[src/rtl/bram_stream_reader.sv]
// bram_stream_reader: walks an address range of a 1-cycle-latency block RAM and
// streams the returned words on a valid/ready interface through a 2-entry buffer.
module bram_stream_reader #(
    parameter int DATA_WIDTH    = 16,
    parameter int ADDRESS_WIDTH = 11
) (
    input  logic                     clock,
    input  logic                     reset_n,
    input  logic                     start,
    input  logic [ADDRESS_WIDTH-1:0] base_addr,
    input  logic [ADDRESS_WIDTH:0]   length,
    output logic                     busy,
    output logic                     done,
    output logic [ADDRESS_WIDTH-1:0] raddr,
    input  logic [DATA_WIDTH-1:0]    rdata,
    output logic                     out_valid,
    input  logic                     out_ready,
    output logic [DATA_WIDTH-1:0]    out_data,
    output logic                     out_last
);
    typedef enum logic [1:0] {IDLE, RUN, FINISH} state_t;
    state_t state, state_next;
    logic [ADDRESS_WIDTH:0] to_issue, to_send;
    logic [DATA_WIDTH-1:0] fifo [2];
    logic [1:0] count;
    logic rd_ptr, wr_ptr, inflight, pop, issue;
    assign out_valid = count != 2'd0;
    assign out_data = fifo[rd_ptr];
    assign out_last = out_valid && to_send == (ADDRESS_WIDTH+1)'(1);
    assign pop = out_valid && out_ready;
    // raddr doubles as the address counter, so the RAM already sees the next address when issue fires
    assign issue = state == RUN && to_issue != '0 &&
                   ({1'b0, count} + {2'b0, inflight} <= {2'b0, pop} + 3'd1);
    always_comb begin
        busy = state == RUN;
        done = state == FINISH;
        state_next = state == IDLE ? (start ? (length == '0 ? FINISH : RUN) : IDLE) :
                     state == RUN  ? (pop && out_last ? FINISH : RUN) : IDLE;
    end
    always_ff @(posedge clock or negedge reset_n) begin
        if (!reset_n) begin
            state    <= IDLE;
            raddr    <= '0;
            to_issue <= '0;
            to_send  <= '0;
            inflight <= 1'b0;
            count    <= 2'd0;
            rd_ptr   <= 1'b0;
            wr_ptr   <= 1'b0;
            fifo[0]  <= '0;
            fifo[1]  <= '0;
        end else begin
            state    <= state_next;
            inflight <= issue;
            if (state == IDLE && start && length != '0) begin
                raddr    <= base_addr;
                to_issue <= length;
                to_send  <= length;
            end
            if (issue) begin
                raddr    <= raddr + 1'b1;
                to_issue <= to_issue - 1'b1;
            end
            if (inflight) begin
                fifo[wr_ptr] <= rdata;
                wr_ptr       <= ~wr_ptr;
            end
            if (pop) begin
                rd_ptr  <= ~rd_ptr;
                to_send <= to_send - 1'b1;
            end
            count <= count + {1'b0, inflight} - {1'b0, pop};
        end
    end
    a_no_overflow: assert property (@(posedge clock) disable iff (!reset_n)
        !(inflight && count == 2'd2 && !pop));
endmodule

[config.mk]
export PLATFORM = sky130hd
export DESIGN_NAME = bram_stream_reader
export DESIGN_NICKNAME = d
export VERILOG_FILES = /design/src/rtl/bram_stream_reader.sv
export SDC_FILE = /design/constraint.sdc
export NUM_CORES = 1
export LEC_CHECK = 0
export ABC_AREA = 1
export ABC_CLOCK_PERIOD_IN_PS = 2700
export BUFFER_PORTS_ARGS = -buffer_cell sky130_fd_sc_hd__buf_4
export CELL_PAD_IN_SITES_DETAIL_PLACEMENT = 1
export CELL_PAD_IN_SITES_GLOBAL_PLACEMENT = 1
export CORE_UTILIZATION = 41
export CTS_BUF_LIST = sky130_fd_sc_hd__clkbuf_4 sky130_fd_sc_hd__clkbuf_8 sky130_fd_sc_hd__clkbuf_16
export DETAILED_ROUTE_END_ITERATION = 16
export PLACE_DENSITY_LB_ADDON = 0.08
export SYNTH_ARGS = -nofsm -noshare
export SYNTH_HDL_FRONTEND = slang
export SYNTH_SLANG_ARGS = --single-unit
[constraint.sdc]
create_clock -name clock -period 2.7 [get_ports clock]
set_input_delay 0.54 -clock clock [delete_from_list [all_inputs] [get_ports clock]]
set_output_delay 0.54 -clock clock [all_outputs]
set_load 0.03 [all_outputs]
==> flow_summary.ini <==
[cts]
postCtsHoldBufs = 0
cts_resized = 0
cts_tree = done
cts_setup_buffers = 0
clk_latency_ps = 360
htree_levels = 3
cts_max_path_buffers = 2
numCtsBuffers = 9
clk_pin_slew_ps = 80
root_buffer = clkbuf_8
clock_sinks = 74

[global_route]
met2_usage = 0.393
grt_usage = 0.234
antenna_found_initial = 0
grt_start_max_net_pins = 75
grt_use_met1 = 0.309
grt_pass1_vias = 4308
met3_usage = 0.0293
grt_pass1_wl_um = 20600
grt-ovfl-total = 0
grt.busiest_layer = met2

[finish]
final_cell_area_mm2 = 0.00519
n_fill_cell = 1364
final_cell_mix = 217 x nand2_1, 86 x nand3_1, 81 x buf_4, 74 x dfrtp_1, 60 x inv_1
drive_gt1_frac = 0.189
final_util = 0.503
diodes = 0
layoutNonFillerInstCount = 817
area.growth.synth_to_final_pct = 18.9
layout_commonest_cell = nand2_1
nNetsFinal = 728

[timing]
finClkSkew_ps = 11.5
hold_viol = 0
finalSetupViolCount = 0
worst_pin_slew_ps = 938
period_share = 0.871
rsz0062_at_grt = no
slew_headroom = 0.373
tns_ps = 0
drv_slew = 0
fmax_mhz = 425
period_needed_ps = 2350

[detailed_routing]
drcViolationCount = 0
dr.pass1.iters = 4
viasPerCell = 5.03
via_count = 4110
finalWirelength_um = 11900
ant_nets = 0
first_iter_violations = 192
wl_per_cell_um = 14.6

[status]
outcome = finished, final reports clean

[synthesis]
ys_ff_latch = 74
syn_inst = 606
synthDistinctLibCells = 28
synth_warnings = 0
yosysSeqAreaShare = 0.424
syn_area_mm2 = 0.00437
syn_avg_cell_area_um2 = 7.21
netlist_top_cells_area = dfrtp_1 42%, nand2_1 19%, nand3_1 9.9%
synth_top_cell_area_share = 0.424
synth_fp_nets = 658
synth_top_area_cell = dfrtp_1

[power_and_ir_drop]
finalPower_mw = 7.38
leakage_nw = 2.76
power_density_mw_per_mm2 = 1420
ir_drop_mv = 0.885

[floorplanning]
design.die.area_mm2 = 0.0111
fp.coreArea_mm2 = 0.0103
die_x_um = 105
die_y_um = 105
rows = 37
initial_utilization = 0.423
top_level_ports = 74

[worst_setup_path]
worst-path-max-fanout = 37
criticalPathCategory = flop to flop
crit_path_end_kind = flop
critPathRequiredTime_ps = 3000
critPathArrivalTime_ps = 2650
cp-start-kind = flop

[placed_design]
io_buffers = 73
routabilityCongestion = 0.887
post-place-cells = 801
dpl_cell_area_mm2 = 0.00501
hpwl_um = 8420

[flow_run]
max_cap_viol_count = 0

[min_path]
hold_class = input port to async pin
==> sequential cells by signal, indices dropped and copies added, names as in the netlist <==
register,flops
to_send,12
inflight,1
count,2
fifo,32
wr_ptr,1
rd_ptr,1
raddr,11
state,2
to_issue,12
==> worst paths after layout <==
kind                               to    startpoint  slack (ps)  cells past startpoint
min reg2reg                  fifo[17]      fifo[17]         490                      2
max in group asynchronous  to_send[0]       reset_n        2170                      2
max reg2reg                  raddr[0]      count[1]         350                     11
max                          raddr[0]      count[1]         350                     11
min in group clock           raddr[6]  base_addr[6]         410                      3
min                          raddr[8]       reset_n         190                      2
==> cell families (layout without fill, tap and decap cells) <==
logic type | Yosys count | count (layout) | share of synthesized area
DFF | 74 | 74 | 0.424
AOI/OAI and AO/OA | 42 | 42 | 0.0481
and+or+nand+nor | 380 | 380 | 0.381
xor gates and xnor gates | 16 | 16 | 0.0321
adders and majority gates | 9 | 9 | 0.0275
buffers and inverters | 85 | 160 | 0.0877
==> layout make-up <==
cell class,instances,area [um2],share of cell area
Clock buffer,9,124,0.0239
Clock inverter,7,53.8,0.0104
Inverter,62,233,0.0448
Multi-Input combinational cell,447,2130,0.411
Sequential cell,74,1850,0.357
Tap cell,136,170,0.0328
Timing Repair Buffer,82,628,0.121
==> stage by stage <==
stage / hold WS [ps] / setup slack, ps
after floorplan: 244 / 438
after global placement: 466 / 341
after detailed placement: 474 / 253
after CTS: 208 / 342
after global routing: 222 / 94.7
final: 190 / 350
==> worst max-delay path, stage by stage, from the launching register on <==
cell	delay, ps
dfrtp_1	440
nor2_1	210
nor2_2	70
fa_1	500
inv_1	50
nand3b_1	80
nand2_1	50
nand2_1	110
nand3_4	390
nand3_1	260
nand2_1	70
inv_1	50
==> report_power, final <==
group | switching, mW | total, mW | internal, mW
Clock | 0.471 | 0.813 | 0.342
Sequential | 0.448 | 2.14 | 1.69
Combinational | 2.89 | 4.42 | 1.53
==> cells in the mapped netlist (all sizes together) <==
library cell    n
xor2            9
xnor2           7
nor3            4
or2             4
nand3b          1
nand2         231
buf            13
clkbuf         10
dfrtp          74
nand4           3
inv            62
ha              8
fa              1
nand3          87
nor2           50
o21ai          42
==> per-layer routing <==
layer  up-vias  part of all wire  routed length [um]
met5         -                 0                   0
met4         0             0.013                 155
met3        14             0.030                 354
met2        74              0.48                5690
met1      1987              0.48                5710
li1       2035                 -                   -
(Power assumes the default switching activity.)
